## config.mk

```make
export PLATFORM = sky130hd
export DESIGN_NAME = wb_byte_sequencer
export DESIGN_NICKNAME = d
export VERILOG_FILES = /design/src/rtl/wb_byte_sequencer.sv
export SDC_FILE = /design/constraint.sdc
export NUM_CORES = 1
export LEC_CHECK = 0
export BUFFER_PORTS_ARGS = -buffer_cell sky130_fd_sc_hd__buf_2
export CORE_MARGIN = 3
export CORE_UTILIZATION = 40
export CTS_BUF_LIST = sky130_fd_sc_hd__clkbuf_8
export DETAILED_ROUTE_END_ITERATION = 7
export PLACE_DENSITY_LB_ADDON = 0.2
export SLEW_MARGIN = 25
export SYNTH_ARGS = -nofsm -noshare
export SYNTH_HDL_FRONTEND = slang
export SYNTH_SLANG_ARGS = --single-unit
```

## constraint.sdc

```tcl
create_clock -name clk -period 3.29 [get_ports clk]
set_input_delay 0.658 -clock clk [delete_from_list [all_inputs] [get_ports clk]]
set_output_delay 0.658 -clock clk [all_outputs]
set_load 0.02 [all_outputs]
```

## src/rtl/wb_byte_sequencer.sv

```systemverilog
// Serialises Wishbone word accesses into one-byte-per-cycle register-bank accesses.
// Optional macro WB_BYTE_SEQ_SKIP_EN: visit only enabled lanes (variable latency).
module wb_byte_sequencer #(
    parameter int unsigned DATA_W_BYTES = 4,
    parameter int unsigned SEL_WIDTH    = 2
) (
    input  logic                      clk,
    input  logic                      rst,
    input  logic                      wb_cyc_i,
    input  logic                      wb_stb_i,
    input  logic                      wb_we_i,
    input  logic [DATA_W_BYTES-1:0]   wb_sel_i,
    input  logic [8*DATA_W_BYTES-1:0] wb_dat_i,
    output logic [8*DATA_W_BYTES-1:0] wb_dat_o,
    output logic                      wb_ack_o,
    output logic                      reg_we,
    output logic [SEL_WIDTH-1:0]      reg_byte_sel,
    output logic [7:0]                reg_d_byte,
    input  logic [7:0]                reg_q_byte
);

    localparam int unsigned DataW = 8 * DATA_W_BYTES;
`ifndef WB_BYTE_SEQ_SKIP_EN
    localparam logic [SEL_WIDTH-1:0] LastIdx = SEL_WIDTH'(DATA_W_BYTES - 1);
`endif

    typedef enum logic [1:0] {StIdle, StXfer, StAck} state_e;

    state_e                state_q, state_d;
    logic [SEL_WIDTH-1:0]  idx_q, idx_d;
    logic                  we_q;
    logic [DATA_W_BYTES-1:0] sel_q;
    logic [DataW-1:0]      dat_q;
    logic [DataW-1:0]      rdata_q, rdata_d;
    logic                  accept;

    assign accept = (state_q == StIdle) && wb_cyc_i && wb_stb_i;

`ifdef WB_BYTE_SEQ_SKIP_EN
    // Lowest enabled lane at or above 'from'; MSB of the result flags that one exists.
    function automatic logic [SEL_WIDTH:0] next_lane(input logic [DATA_W_BYTES-1:0] sel,
                                                     input int from);
        logic [SEL_WIDTH:0] r;
        r = '0;
        for (int i = int'(DATA_W_BYTES) - 1; i >= 0; i--) begin
            if (i >= from && sel[i]) r = {1'b1, SEL_WIDTH'(i)};
        end
        return r;
    endfunction

    logic [SEL_WIDTH:0] lane;
`endif

    always_comb begin
        state_d      = state_q;
        idx_d        = idx_q;
        rdata_d      = rdata_q;
        reg_we       = 1'b0;
        reg_byte_sel = '0;
        reg_d_byte   = '0;
`ifdef WB_BYTE_SEQ_SKIP_EN
        lane         = '0;
`endif
        unique case (state_q)
            StIdle: begin
                if (accept) begin
                    if (!wb_we_i) rdata_d = '0;
`ifdef WB_BYTE_SEQ_SKIP_EN
                    lane    = next_lane(wb_sel_i, 0);
                    idx_d   = lane[SEL_WIDTH-1:0];
                    state_d = lane[SEL_WIDTH] ? StXfer : StAck;
`else
                    idx_d   = '0;
                    state_d = StXfer;
`endif
                end
            end
            StXfer: begin
                reg_byte_sel = idx_q;
                reg_d_byte   = dat_q[idx_q*8 +: 8];
                if (!wb_cyc_i) begin
                    // Abort: nothing is written or captured in the abandoned lane.
                    state_d = StIdle;
                end else begin
                    reg_we = we_q & sel_q[idx_q];
                    if (!we_q && sel_q[idx_q]) rdata_d[idx_q*8 +: 8] = reg_q_byte;
`ifdef WB_BYTE_SEQ_SKIP_EN
                    lane = next_lane(sel_q, int'(idx_q) + 1);
                    if (lane[SEL_WIDTH]) idx_d = lane[SEL_WIDTH-1:0];
                    else                 state_d = StAck;
`else
                    if (idx_q == LastIdx) state_d = StAck;
                    else                  idx_d = idx_q + 1'b1;
`endif
                end
            end
            StAck: begin
                state_d = StIdle;
            end
            default: begin
                state_d = StIdle;
            end
        endcase
        // A lane interrupted by reset must not reach the bank.
        if (rst) reg_we = 1'b0;
    end

    always_ff @(posedge clk) begin
        if (rst) begin
            state_q <= StIdle;
            idx_q   <= '0;
            we_q    <= 1'b0;
            sel_q   <= '0;
            dat_q   <= '0;
            rdata_q <= '0;
        end else begin
            state_q <= state_d;
            idx_q   <= idx_d;
            rdata_q <= rdata_d;
            if (accept) begin
                we_q  <= wb_we_i;
                sel_q <= wb_sel_i;
                dat_q <= wb_dat_i;
            end
        end
    end

    assign wb_dat_o = rdata_q;
    assign wb_ack_o = (state_q == StAck);

endmodule

```

==> results of run 1 <==
-- area by class of cell --
type | instances | area, um2 | area share
multi-input combinational | 221 | 1480 | 0.397
sequential | 73 | 1460 | 0.392
timing repair buffer | 97 | 498 | 0.134
clock buffer | 9 | 124 | 0.0332
tap | 99 | 124 | 0.0332
clock inverter | 5 | 26.3 | 0.00705
inverter | 4 | 15.0 | 0.00403
-- placed cells by master (no fill, tap or decap), drive strengths merged, types with 5 or more instances in the layout --
cell | netlist | layout
mux4 | 8 | 8
nand2 | 79 | 79
inv | 4 | 5
buf | 5 | 97
nand3b | 5 | 5
a22o | 32 | 32
and2 | 9 | 9
ha | 5 | 5
nor2 | 7 | 7
clkbuf | 14 | 9
dfxtp | 73 | 73
a21oi | 44 | 44
-- tightest hold or removal path, delay by kind of cell, from the launching register on --
kind	cells	cell delay (ns)
compound gates	1	0.05
flops	1	0.31
simple gates	1	0.05
-- power groups by stage --
| stage | logic (W) | clock network [W] | registers (W) |
|---|---|---|---|
| global placement | 0.000143 | 0 | 0.000942 |
| global route | 0.000163 | 0.000615 | 0.000926 |
| finish | 0.000145 | 0.000563 | 0.000922 |
| detailed placement | 0.000145 | 0 | 0.000943 |
| floorplan | 0.0000912 | 0 | 0.000935 |
| CTS | 0.000146 | 0.000577 | 0.000923 |
-- routing by layer --
| layer | track usage | vias to the layer above | share of wire |
|---|---|---|---|
| met2 | 0.264 | 95 | 0.44 |
| met3 | 0.0520 | 7 | 0.071 |
| met5 | 0 | - | 0 |
| li1 | - | 1304 | - |
| met1 | 0.239 | 1216 | 0.48 |
| met4 | 0.0598 | 0 | 0.013 |
-- cell families (layout without fill, tap and decap cells) --
family	count (synthesis)	in the layout	synth area share
compound gates	81	81	0.186
fa+ha+maj	5	5	0.0207
simple gates	125	125	0.212
flops	73	73	0.484
mux	10	10	0.0663
buf+inv	23	115	0.0315
-- through the flow --
stage | total power, W | instances | hold WS (ns)
2_1_floorplan | 0.00103 | 317 | 0.433
3_3_place_gp | 0.00109 | 494 | 0.438
3_5_place_dp | 0.00109 | 494 | 0.447
4_1_cts | 0.00165 | 508 | 0.456
5_1_grt | 0.00170 | 508 | 0.476
6_report | 0.00163 | 508 | 0.457
-- flip-flops by register name (all words and copies together), names as in the netlist --
| signal | cells |
|---|---|
| dat_q | 32 |
| wb_dat_o | 32 |
| sel_q | 4 |
| we_q | 1 |
| idx_q | 2 |
| state_q | 2 |
-- how the worst max path moves through the flow --
stage                     to  cells past startpoint  slack (ns)
4_1_cts               reg_we                      4        0.30
3_5_place_dp          reg_we                      4        0.67
3_3_place_gp          reg_we                      4        0.69
5_1_grt               reg_we                      4        0.09
2_1_floorplan  reg_d_byte[0]                      4        1.12
6_report              reg_we                      4        0.39
==> out/qor.csv, run 1 <==
metric;value;unit
outcome;completed;
final core occ;0.511;
total CTS buffers;9;
startpoint types;flop;
Int Pwr;0.00123;W
crit-path cells;mux2i_1 > nand2_1 > and4_1 > buf_2;
area grow syn2layout;23.4;%
Rel. slew slack;0.406;
Mapped Area;0.00302;mm2
WHS Endpoint;dat_q[28]$_SDFFE_PP0P_;
layout cells sized above 1;0.320;
final-stage net count;460;
GR Util All Layers;0.175;
unique cell type count in the Yosys netlist;33;
Synth async-reset ratio;0;
vias in the first global route;2475;
CTS tree;done;
Final WS setup;0.387;ns
clock root buffer;clkbuf_8;
RR Endpoint;wb_dat_o[29]$_SDFFE_PP0P_;
Vias;2622;
grt ovf;0;
post-placement cell area;0.00358;mm2
core area;0.00729;mm2
RSZ-0062 raised after global routing;no;
max-cap viol count;0;
NetSw;0.000404;W
antenna fix cells;0;
clock skew;0.00596;ns
P_leak;1.60;nW
Pre-antenna DRT Iters;4;
most frequent cells after synthesis;nand2_1 (79), dfxtp_1 (73), a21oi_1 (40), a22o_1 (32), clkbuf_1 (14);
final worst-path cycle share;0.882;
Final Hold Viols;0;
largest net degree at the start of global routing;40;
top-count cell post-synth;nand2_1;
register bit total from synthesis;73;
register area share after synthesis;0.484;
fin area;0.00373;mm2
FF-to-FF Start;idx_q[0]$_SDFFE_PP0P_;
CP startpoint;idx_q[0]$_SDFFE_PP0P_;
hold path startpoint;dat_q[28]$_SDFFE_PP0P_;
clock power share;0.345;
Setup violations, final;0;
Reg clk slew, reported paths;0.07;ns
clk sinks;73;
DRT Wirelength;7270;um
r2r setup slk;0.74;ns
clock latency on the worst-skew pair;0.34;ns
Tmin final;2.90;ns
ranking of synthesized cells by area;dfxtp_1 (48%), nand2_1 (9.8%), a22o_1 (9.3%), a21oi_1 (6.6%), mux4_2 (6.0%);
CP delay by family, top;flip-flops;
post-synth top area cell;dfxtp_1;
Yosys Warn Count;0;
Yosys top cell area share;0.484;
WP data arrival;2.24;ns
Setup crit end kind;primary output;
Post-CTS Hold Buffers;0;
Seq pwr share;0.566;
Setup CP Type;reg2out;
Final Max Tran Viols;0;
first-pass GRT wire length;11900;um
Worst path max stage delay;0.90;ns
antenna violations before repair;0;
CP Data Required Time;2.63;ns
setup TNS;0;ns
drt initial violations;136;
Die ar.;0.00863;mm2
R2R depth;5;
synthesized netlist cell count;317;
initial core utilization;0.414;
dpl ws;0.665;ns
pwr dens;437;mW/mm2
HP Class;reg2reg;
top_reg_cell synth;dfxtp_1;
Port Buffer Count;92;
fmax;344;MHz
CP Buf/Inv Count;1;
htree depth;3;
Bufs on Longest Clock Path;2;
Avg Inst Size Synth;9.52;um2
Peak VDD IR;0.213;mV
# rows;31;
Die Height;92.9;um
Worst Hold Depth;2;
post-route antenna net violation count;0;
Ports;93;
post_cts resized;0;
GP Congestion;0.800;
die width;92.9;um
# Post-CTS Setup Buffers;0;
drt via density;5.16;
crit-path max FO;17;
FILL cells;728;
count of flip-flops with a built-in enable after synthesis;0;
CP max stage cell;dfxtp_1;
DR DRC count;0;
post-synthesis net count;371;
combinational group share of total power;0.089;
DP HPWL;5230;um
Avg WL per Cell;14.3;um
sw frac;0.248;
Slew @ Worst Pin;0.889;ns
Power figures use the tool's default switching activity.
==> run 2, diff against run 1 <==
CORE_MARGIN = 5   (was 3)
==> run 2 against run 1 <==
Power up 20%. Worst hold slack better by 0.00067 ns. Critical path depth stayed put. Non-clock buffer count shrank 1. Wire length grew 7.1%. Combinational power about the same. Design area rose by 2.8%. Via count down 0.65%. Sequential power about the same. First-iteration DRC count is 14% lower. Worst setup slack lost 0.050 ns. Critical endpoint unchanged. Largest cell class unchanged.
==> out/qor.csv, run 2 (synthesis gave the netlist of run 1 again) <==
metric;value;unit;change
Bufs on Longest Clock Path;2;;unchanged
DP HPWL;5550;um;+6.2%
layout cells sized above 1;0.324;;+0.00410
largest net degree at the start of global routing;39;;-2.5%
Seq pwr share;0.470;;-0.096
Avg WL per Cell;15.3;um;+6.9%
RR Endpoint;wb_dat_o[29]$_SDFFE_PP0P_;;
commonest cells after routing, fill and taps aside;buf_2 (92), nand2_1 (79), dfxtp_1 (73);;
area grow syn2layout;26.9;%;
die width;96.9;um;+4.3%
Post-CTS Hold Buffers;0;;unchanged
antenna violations before repair;0;;unchanged
HP Class;reg2reg;;
Vias;2605;;-0.65%
drt initial violations;117;;-14%
Setup CP Type;reg2out;;
Reg clk slew, reported paths;0.08;ns;about the same
RSZ-0062 raised after global routing;no;;
Final Hold Viols;0;;unchanged
hold_ws;0.457;ns;+0.000674 ns
WHS Endpoint;sel_q[0]$_SDFFE_PP0P_;;
Setup crit end kind;primary output;;
P_leak;1.64;nW;+2.7%
Ports;93;;unchanged
R2R depth;5;;unchanged
combinational group share of total power;0.074;;-0.015
# rows;31;;unchanged
htree depth;3;;unchanged
startpoint types;flop;;
NetSw;0.000429;W;+6.0%
initial core utilization;0.414;;unchanged
Pre-antenna DRT Iters;4;;unchanged
fmax;339;MHz;-1.7%
DRT Wirelength;7790;um;+7.1%
final-stage net count;459;;-0.22%
sw frac;0.219;;-0.0295
post-placement cell area;0.00357;mm2;-0.21%
CP Data Required Time;2.63;ns;about the same
WP data arrival;2.30;ns;+0.06 ns
vias in the first global route;2687;;+8.6%
hold path startpoint;sel_q[0]$_SDFFE_PP0P_;;
most common cell after layout, fill and taps aside;buf_2;;
clock latency on the worst-skew pair;0.34;ns;about the same
Slew @ Worst Pin;0.906;ns;+0.0162 ns
antenna fix cells;0;;unchanged
setup TNS;0;ns;unchanged
drt via density;5.12;;-0.84%
clock skew;0.00888;ns;+0.00292 ns
Rel. slew slack;0.395;;-0.0108
post-route antenna net violation count;0;;unchanged
GP Congestion;0.802;;+0.31%
r2r setup slk;0.70;ns;-0.04 ns
max-cap viol count;0;;unchanged
Setup violations, final;0;;unchanged
Tmin final;2.95;ns;+0.0503 ns
first-pass GRT wire length;13300;um;+11%
final worst-path cycle share;0.898;;+0.0153
Port Buffer Count;92;;unchanged
CTS tree;done;;
FILL cells;705;;-3.2%
clock power share;0.455;;+0.110
grt ovf;0;;unchanged
Die Height;96.9;um;+4.3%
clk sinks;73;;unchanged
Die ar.;0.00939;mm2;+8.8%
core area;0.00729;mm2;unchanged
total CTS buffers;9;;unchanged
FF-to-FF Start;idx_q[0]$_SDFFE_PP0P_;;
crit-path max FO;17;;unchanged
fin area;0.00383;mm2;+2.8%
# Post-CTS Setup Buffers;0;;unchanged
Peak VDD IR;0.238;mV;+12%
outcome;completed;;
Worst Hold Depth;2;;unchanged
GR Util All Layers;0.172;;-0.00311
Int Pwr;0.00153;W;+25%
clock root buffer;clkbuf_8;;
post_cts resized;0;;unchanged
pwr dens;512;mW/mm2;+17%
DR DRC count;0;;unchanged
Final Max Tran Viols;0;;unchanged
[run 2: changes by cell type in the layout (fill, tap and decap cells not counted), sizes merged]
cell,delta
bufinv,+3
clkbuf,+3
buf,-1
inv,-1
clkinv,-3
[run 2: metrics by stage]
step,setup WS (ns),total power [W],utilization,instances
after detailed placement,0.625,0.00109,0.489,493
after global routing,0.0206,0.00204,0.525,509
after CTS,0.247,0.00198,0.525,509
final,0.337,0.00196,0.525,509
after floorplan,1.12,0.00103,-,317
after global placement,0.645,0.00108,0.489,493
[run 2: final cells by class]
type,instances,area [um2],share of cell area
inverters,4,15.0,0.00392
well taps,99,124,0.0323
repair buffers,96,490,0.128
clock inverters,4,97.6,0.0255
clock buffers,12,165,0.0431
flip-flops and latches,73,1460,0.381
multi-input cells,221,1480,0.386
[run 2: worst max-delay path by stage]
stage / from / to / slack [ns]
floorplan: idx_q[1]$_SDFFE_PP0P_ / reg_d_byte[0] / 1.12
global placement: idx_q[0]$_SDFFE_PP0P_ / reg_we / 0.65
detailed placement: idx_q[0]$_SDFFE_PP0P_ / wb_dat_o[27]$_SDFFE_PP0P_ / 0.63
CTS: idx_q[0]$_SDFFE_PP0P_ / reg_we / 0.25
global route: idx_q[0]$_SDFFE_PP0P_ / reg_we / 0.02
finish: idx_q[0]$_SDFFE_PP0P_ / reg_we / 0.34
[run 2: routing by layer]
layer  GRT usage  up-vias  part of all wire
met5           0        -                 0
met4      0.0497        0             0.014
met3      0.0633       12             0.075
met2       0.274       94              0.45
met1       0.219     1198              0.46
li1            -     1301                 -
[run 2: power by group through the flow]
stage	sequential [W]	combinational, W	clock (W)
after floorplan	0.000935	0.0000912	0
after global placement	0.000942	0.000143	0
after detailed placement	0.000943	0.000146	0
after CTS	0.000922	0.000147	0.000907
after global routing	0.000926	0.000164	0.000953
final	0.000922	0.000146	0.000893
[run 2: worst max-delay path, cell delays in order (launching register included)]
cell and delay [ns]:
dfxtp_1 0.92, mux2i_1 0.59, nand2_1 0.09, and4_1 0.20
buf_2 0.15
